--- src/rtl/bsg_pipeline_stall_collapse_kill_pkg.sv ---
// Shared constants for the stall/collapse/kill pipeline controller.
package bsg_pipeline_pkg;

  localparam int perf_cnt_width_gp = 32;

  typedef enum logic [0:0] {
    e_global_stall = 1'b0,
    e_collapse     = 1'b1
  } pipe_mode_e;

endpackage

--- src/rtl/bsg_pipeline_perf_counters.sv ---
// Saturating stall and bubble event counters for the pipeline controller.
module bsg_pipeline_perf_counters
  import bsg_pipeline_pkg::*;
#(
  parameter int width_p = perf_cnt_width_gp
) (
  input  logic               clk_i,
  input  logic               reset_n_i,
  input  logic               clear_i,
  input  logic               stall_i,
  input  logic               bubble_i,
  output logic [width_p-1:0] stall_cnt_o,
  output logic [width_p-1:0] bubble_cnt_o
);

  always_ff @(posedge clk_i or negedge reset_n_i) begin
    if (!reset_n_i) begin
      stall_cnt_o  <= '0;
      bubble_cnt_o <= '0;
    end else if (clear_i) begin
      stall_cnt_o  <= '0;
      bubble_cnt_o <= '0;
    end else begin
      if (stall_i && !(&stall_cnt_o))
        stall_cnt_o <= stall_cnt_o + 1'b1;
      if (bubble_i && !(&bubble_cnt_o))
        bubble_cnt_o <= bubble_cnt_o + 1'b1;
    end
  end

endmodule

--- src/rtl/bsg_scan.sv ---
// Prefix scan (and/or/xor) over a vector; lo_to_hi_p=1 gives o[k] = op(i[k:0]).
module bsg_scan #(
  parameter int width_p    = 1,
  parameter int and_p      = 0,
  parameter int or_p       = 0,
  parameter int xor_p      = 0,
  parameter int lo_to_hi_p = 0
) (
  input  logic [width_p-1:0] i,
  output logic [width_p-1:0] o
);

  logic acc;
  int   idx;

  always_comb begin
    o   = '0;
    acc = 1'b0;
    idx = 0;
    for (int k = 0; k < width_p; k++) begin
      idx = (lo_to_hi_p != 0) ? k : (width_p - 1 - k);
      if (k == 0)
        acc = i[idx];
      else if (and_p != 0)
        acc = acc & i[idx];
      else if (or_p != 0)
        acc = acc | i[idx];
      else
        acc = acc ^ i[idx];
      o[idx] = acc;
    end
  end

endmodule

--- src/rtl/bsg_pipeline_stall_collapse_kill.sv ---
// Valid/enable controller for an N-stage pipe with bubble collapse, per-stage kill and flush.
// Perf counters are built only when BSG_PIPELINE_STALL_COLLAPSE_KILL_PERF_EN is defined.
module bsg_pipeline_stall_collapse_kill
  import bsg_pipeline_pkg::*;
#(
  parameter int                  stages_p      = 3,
  parameter logic [stages_p-1:0] skip_p        = '0,
  parameter int                  collapse_p    = 1,
  parameter int                  count_width_p = $clog2(stages_p + 1)
) (
  input  logic                         clk_i,
  input  logic                         reset_n_i,
  input  logic                         valid_i,
  output logic                         ready_and_o,
  output logic                         valid_o,
  input  logic                         ready_and_i,
  input  logic [stages_p-1:0]          kill_i,
  input  logic                         flush_i,
  output logic [stages_p-1:0]          en_o,
  output logic [stages_p-1:0]          v_o,
  output logic [count_width_p-1:0]     count_o,
  output logic [perf_cnt_width_gp-1:0] stall_cnt_o,
  output logic [perf_cnt_width_gp-1:0] bubble_cnt_o
);

  localparam pipe_mode_e mode_lp = (collapse_p != 0) ? e_collapse : e_global_stall;

  wire  [stages_p-1:0]      v_q;
  logic [stages_p-1:0]      v_li, ve, rdy, v_n, en;
  logic                     v_in;
  logic [count_width_p-1:0] count_n, count_r;

  // Walk from the input end down so skipped stages pass their upstream valid through.
  always_comb begin
    v_in = valid_i;
    v_li = '0;
    ve   = '0;
    for (int s = stages_p - 1; s >= 0; s--) begin
      v_li[s] = v_in;
      ve[s]   = (skip_p[s] ? v_in : v_q[s]) & ~kill_i[s];
      v_in    = ve[s];
    end
  end

  if (mode_lp == e_collapse) begin : collapse
    logic [stages_p-1:0] and_prefix;
    bsg_scan #(
      .width_p   (stages_p),
      .and_p     (1),
      .lo_to_hi_p(1)
    ) prefix (
      .i(ve),
      .o(and_prefix)
    );
    assign rdy = {stages_p{ready_and_i}} | ~and_prefix;
  end else begin : gstall
    assign rdy = {stages_p{ready_and_i | ~ve[0]}};
  end

  // A killed item that is not overwritten is dropped; flush beats everything.
  always_comb begin
    v_n     = '0;
    en      = '0;
    count_n = '0;
    for (int s = 0; s < stages_p; s++) begin
      if (!skip_p[s]) begin
        if (flush_i)
          v_n[s] = 1'b0;
        else if (rdy[s])
          v_n[s] = v_li[s];
        else
          v_n[s] = v_q[s] & ~kill_i[s];
        en[s]   = v_li[s] & rdy[s] & ~flush_i & reset_n_i;
        count_n = count_n + count_width_p'(v_n[s]);
      end
    end
  end

  for (genvar s = 0; s < stages_p; s++) begin : stage
    if (skip_p[s]) begin : passthru
      assign v_q[s] = 1'b0;
    end else begin : registered
      logic q_r;
      always_ff @(posedge clk_i or negedge reset_n_i) begin
        if (!reset_n_i)
          q_r <= 1'b0;
        else
          q_r <= v_n[s];
      end
      assign v_q[s] = q_r;
    end
  end

  always_ff @(posedge clk_i or negedge reset_n_i) begin
    if (!reset_n_i)
      count_r <= '0;
    else
      count_r <= count_n;
  end

  assign count_o     = count_r;
  assign en_o        = en;
  assign v_o         = ve;
  assign valid_o     = ve[0] & ~flush_i;
  assign ready_and_o = rdy[stages_p-1] & ~flush_i;

`ifdef BSG_PIPELINE_STALL_COLLAPSE_KILL_PERF_EN
  bsg_pipeline_perf_counters #(
    .width_p(perf_cnt_width_gp)
  ) perf (
    .clk_i       (clk_i),
    .reset_n_i   (reset_n_i),
    .clear_i     (flush_i),
    .stall_i     (valid_o & ~ready_and_i),
    .bubble_i    (~valid_o & (count_r != '0)),
    .stall_cnt_o (stall_cnt_o),
    .bubble_cnt_o(bubble_cnt_o)
  );
`else
  assign stall_cnt_o  = '0;
  assign bubble_cnt_o = '0;
`endif

endmodule

--- config.mk ---
export PLATFORM = sky130hd
export DESIGN_NAME = bsg_pipeline_stall_collapse_kill
export DESIGN_NICKNAME = d
export VERILOG_FILES = /design/src/rtl/bsg_pipeline_stall_collapse_kill_pkg.sv /design/src/rtl/bsg_pipeline_perf_counters.sv /design/src/rtl/bsg_scan.sv /design/src/rtl/bsg_pipeline_stall_collapse_kill.sv
export SDC_FILE = /design/constraint.sdc
export NUM_CORES = 1
export LEC_CHECK = 0
export BUFFER_PORTS_ARGS = -buffer_cell sky130_fd_sc_hd__buf_2
export CAP_MARGIN = 20
export CORE_MARGIN = 5
export CORE_UTILIZATION = 35
export CTS_CLUSTER_DIAMETER = 120
export DETAILED_ROUTE_END_ITERATION = 10
export PLACE_DENSITY = 0.8
export SKIP_LAST_GASP = 1
export SYNTH_ARGS = -nofsm -noshare
export SYNTH_HDL_FRONTEND = slang
export SYNTH_SLANG_ARGS = --single-unit
--- constraint.sdc ---
create_clock -name clk_i -period 2.1 [get_ports clk_i]
set_clock_uncertainty 0.1 [all_clocks]
set_input_delay 0.42 -clock clk_i [delete_from_list [all_inputs] [get_ports clk_i]]
set_output_delay 0.42 -clock clk_i [all_outputs]
set_load 0.005 [all_outputs]
==> run summary <==
The clock network is responsible for slightly below 40% of the overall power. The worst hold path stage count is 2. The number of different library cells in the post-synthesis netlist is 20.

The floorplan die width is about 58 um. Of the total power, combinational logic draws approximately 23%. The critical path class is flop to primary output.

Power spread over the standard cell area amounts to 385 nW/um^2. The floorplan step defined a die boundary enclosing about 3300 um^2. The DRC violation count after routing came out at 0.

The cell type contributing the most total cell area after synthesis is sky130_fd_sc_hd__buf_4. The first global-routing pass estimated 1.44 mm of wire. The number of nets still failing antenna checks after routing came out at 0.

The post-route worst setup slack came out at between 0.15 and 0.2 ns. The switching power total is just over 80 uW. The final-report max-slew violation count is 0. The insertion delay to the later sink of the worst-skew pair is 0.24 ns. The setup TNS came out at 0 ns. The number of antenna violations at the first check in global routing is 0. The hold-critical path endpoint is stage[0].registered.q_r.

Before CTS, the worst setup slack after placement is 0.208 ns. The sum of net half-perimeters after detailed placement came out at roughly 1.1 mm. Buffers inserted during clock tree synthesis total 3. The flop and latch count out of synthesis is 5.

The final hold violation count came out at 0. For this run, the leading register cell type out of synthesis is sky130_fd_sc_hd__dfrtp_1. The share of total power consumed by net switching came out at a little under a third. The tool flagged a number of max-cap violations equal to 0. The async set-reset flop share out of synthesis is 100%. The area share of the leading cell type in the synthesized netlist came out at between 60 and 70%. The synthesized area came out at 791 um^2.

TritonCTS built the clock tree. The time the worst path needs with I/O delays and setup is around 1.9 ns. Traced cell by cell, the critical path runs through nor3b_1, buf_4, a2111oi_2, buf_2. The vertical die dimension is approximately 58 um. On the worst path, the slowest cell contributes a delay of 0.37 ns. The global placement routability congestion came out at 0.716.

The capture point of the worst reg-to-reg path is count_o[0]. Entering global routing, the biggest net connects 9 pins. The required time of the critical path came out at around 1.6 ns. The overall track demand over capacity in global routing is about 5.8%.

The highest achievable clock rate is 525 MHz. The total power consumption of the routed design came out at ~270 uW. Relative to the synthesized area, the layout overhead comes to -11.1%. Clock-pin slew was measured on the worst setup and hold paths at ~0.040 ns. Data arrives at the worst endpoint at ~1.4 ns. The per-cell routed wire length came out at roughly 8.5 um. The via count of the first global-routing pass came out at about 340. In this run the worst path has a maximum fanout of 4. The ratio of cells with drive above 1 in the final layout is approximately a quarter.

The internal power consumption came out at between 150 and 200 uW. The sequential share of the synthesized area is 15.8%. The worst-case register-to-register setup slack is roughly 0.42 ns. The critical path's top delay family is flip-flops. The number of iterations in the first detailed-routing pass is 2.

The start of the worst register-to-register path is stage[0].registered.q_r. The remaining global-route overflow is 0. Input and output buffers added on the ports amount to 17.

The number of sinks driven by the clock tree is 5. The number of gates resized after CTS was 0. The slowest cell on the critical path is sky130_fd_sc_hd__dfrtp_1.

The final antenna diode count is 0. The number of ports placed on the die boundary is a little over 80. The floorplan has 17 rows. The worst setup path is launched from a flop. Using the TritonRoute via totals, the vias-per-cell ratio works out to roughly 3.1. STA classifies the critical path endpoint as a primary output. The detailed router finished its first iteration with 3 violations. sky130_fd_sc_hd__buf_4 is the most common cell in the netlist. The synthesis warning total came out at 0.

For this design the static power due to leakage is ~0.00046 uW. The run finished with clean final reports. The final setup violation count came out at 0. The net count of the finished layout is 123. Counting flops with a built-in enable in the synthesized netlist gives 0. The maximum root-to-sink buffer count came out at 2. The total detailed-routing wirelength is 1.20 mm. The min-delay analysis places its worst path in the category input port to flop. Ranked by total cell area, the synthesized netlist is headed by sky130_fd_sc_hd__buf_4 (62%), sky130_fd_sc_hd__dfrtp_1 (16%), sky130_fd_sc_hd__fa_1 (2.5%), sky130_fd_sc_hd__nor2b_1 (2.4%), sky130_fd_sc_hd__a2111oi_2 (1.9%). For this block, the via count after detailed routing is between 400 and 500.

The CTS H-tree depth came out at 1. In this run the most critical hold path is launched from flush_i. Setup repair after global routing left no endpoint under its margin. The peak supply drop is 298 uV. The final clock period utilization by the worst path came out at 90.7%.

Sequential cells account for ~38% of the total power. In the synthesized netlist, the number of instances is between 90 and 100. The mean cell area of the mapped netlist came out at about 8.6 um^2.

The number of buffer and inverter instances along the worst setup path came out at 2. The area of the placeable core is 2190 um^2. The logic depth of the worst register-to-register path came out at 3. Counting instances in the post-synthesis netlist gives the leading cell types as sky130_fd_sc_hd__buf_4 (65), sky130_fd_sc_hd__dfrtp_1 (5), sky130_fd_sc_hd__inv_1 (3), sky130_fd_sc_hd__nor2b_1 (3). CTS placed an instance of sky130_fd_sc_hd__clkbuf_4 at the clock tree root. Once the floorplan was initialized, standard cells occupied 36.1% of the core.
## worst max path at each step
stage	startpoint	to	slack [ns]	cells after the start
finish	stage[0].registered.q_r	en_o[1]	0.20	4
global route	stage[0].registered.q_r	en_o[1]	0.09	4
CTS	stage[0].registered.q_r	en_o[1]	0.18	4
detailed placement	ready_and_i	count_o[0]	0.21	4
global placement	ready_and_i	count_o[0]	0.25	4
floorplan	ready_and_i	count_o[0]	0.38	3
## cell families (layout without fill, tap and decap cells)
| logic type | after synthesis | in the layout | synth area share (%) |
|---|---|---|---|
| AO/OA/AOI/OAI | 6 | 6 | 7.28 |
| adder cells (fa/ha/maj) | 1 | 1 | 2.53 |
| buffers and inverters | 68 | 26 | 63.1 |
| flip-flops | 5 | 5 | 15.8 |
| other | 1 | 64 | 0.474 |
| AND/OR/NAND/NOR | 11 | 11 | 10.8 |
## power by group through the flow
stage	combinational [uW]	clock, uW	sequential [uW]
detailed placement	57.8	0	103
CTS	59.5	113	102
global route	71.8	123	102
floorplan	125	0	103
finish	62.6	107	102
global placement	57.3	0	103
## routing by layer
layer | track usage (%) | part of all wire [%]
met5 | 0 | 0
met4 | 1.99 | 0
met2 | 9.52 | 52
met1 | 5.53 | 29
met3 | 4.30 | 19
## timing repair
action	in CTS	in global routing
setup endpoints to repair	0	0
hold buffers	1	0
hold endpoints to repair	5	0
setup buffers	0	0
## sequential cells by signal, indices dropped and copies added, names as in the netlist
| register | flops |
|---|---|
| count_o | 2 |
| stage.registered.q_r | 3 |
## per-stage QoR
stage | util [%] | instances | hold slack [ns] | area [um^2]
floorplan | - | 155 | 0.0244 | 1030
global placement | 30.4 | 136 | 0.159 | 667
detailed placement | 30.4 | 136 | 0.161 | 667
CTS | 32.1 | 141 | 0.399 | 703
global route | 32.1 | 141 | 0.408 | 703
finish | 32.1 | 141 | 0.404 | 703
## placed cells by master (no fill, tap or decap)
master                           n
sky130_fd_sc_hd__nor2_1          1
sky130_fd_sc_hd__or3b_2          1
sky130_fd_sc_hd__a31oi_1         1
sky130_fd_sc_hd__nand2b_4        1
sky130_fd_sc_hd__buf_2          17
sky130_fd_sc_hd__dlygate4sd3_1   1
sky130_fd_sc_hd__a2111oi_2       1
sky130_fd_sc_hd__a41o_1          1
sky130_fd_sc_hd__or3b_4          1
sky130_fd_sc_hd__nor3_1          1
sky130_fd_sc_hd__dfrtp_1         5
sky130_fd_sc_hd__conb_1         64
sky130_fd_sc_hd__fa_1            1
sky130_fd_sc_hd__clkbuf_1        1
sky130_fd_sc_hd__clkbuf_4        3
sky130_fd_sc_hd__a21oi_1         1
sky130_fd_sc_hd__and2b_1         1
sky130_fd_sc_hd__a311oi_1        1
sky130_fd_sc_hd__buf_4           1
sky130_fd_sc_hd__nor2b_1         3
sky130_fd_sc_hd__o31ai_2         1
sky130_fd_sc_hd__inv_1           3
sky130_fd_sc_hd__nor3b_1         1
sky130_fd_sc_hd__nand2b_2        1
## worst register-to-register path: cells and delay by family, from the launching register on
family | cells | cell delay (ns)
DFF | 1 | 0.34
and+or+nand+nor | 1 | 0.39
AOI/OAI and AO/OA | 1 | 0.27
adders and majority gates | 1 | 0.46
## layout make-up
type,instances,area [um^2]
Tap cell,28,35.0
Inverter,3,11.3
Timing Repair Buffer,19,103
Fill cell,252,1490
Sequential cell,5,125
Clock buffer,4,26.3
Multi-Input combinational cell,82,403
Power figures use the tool's default switching activity.
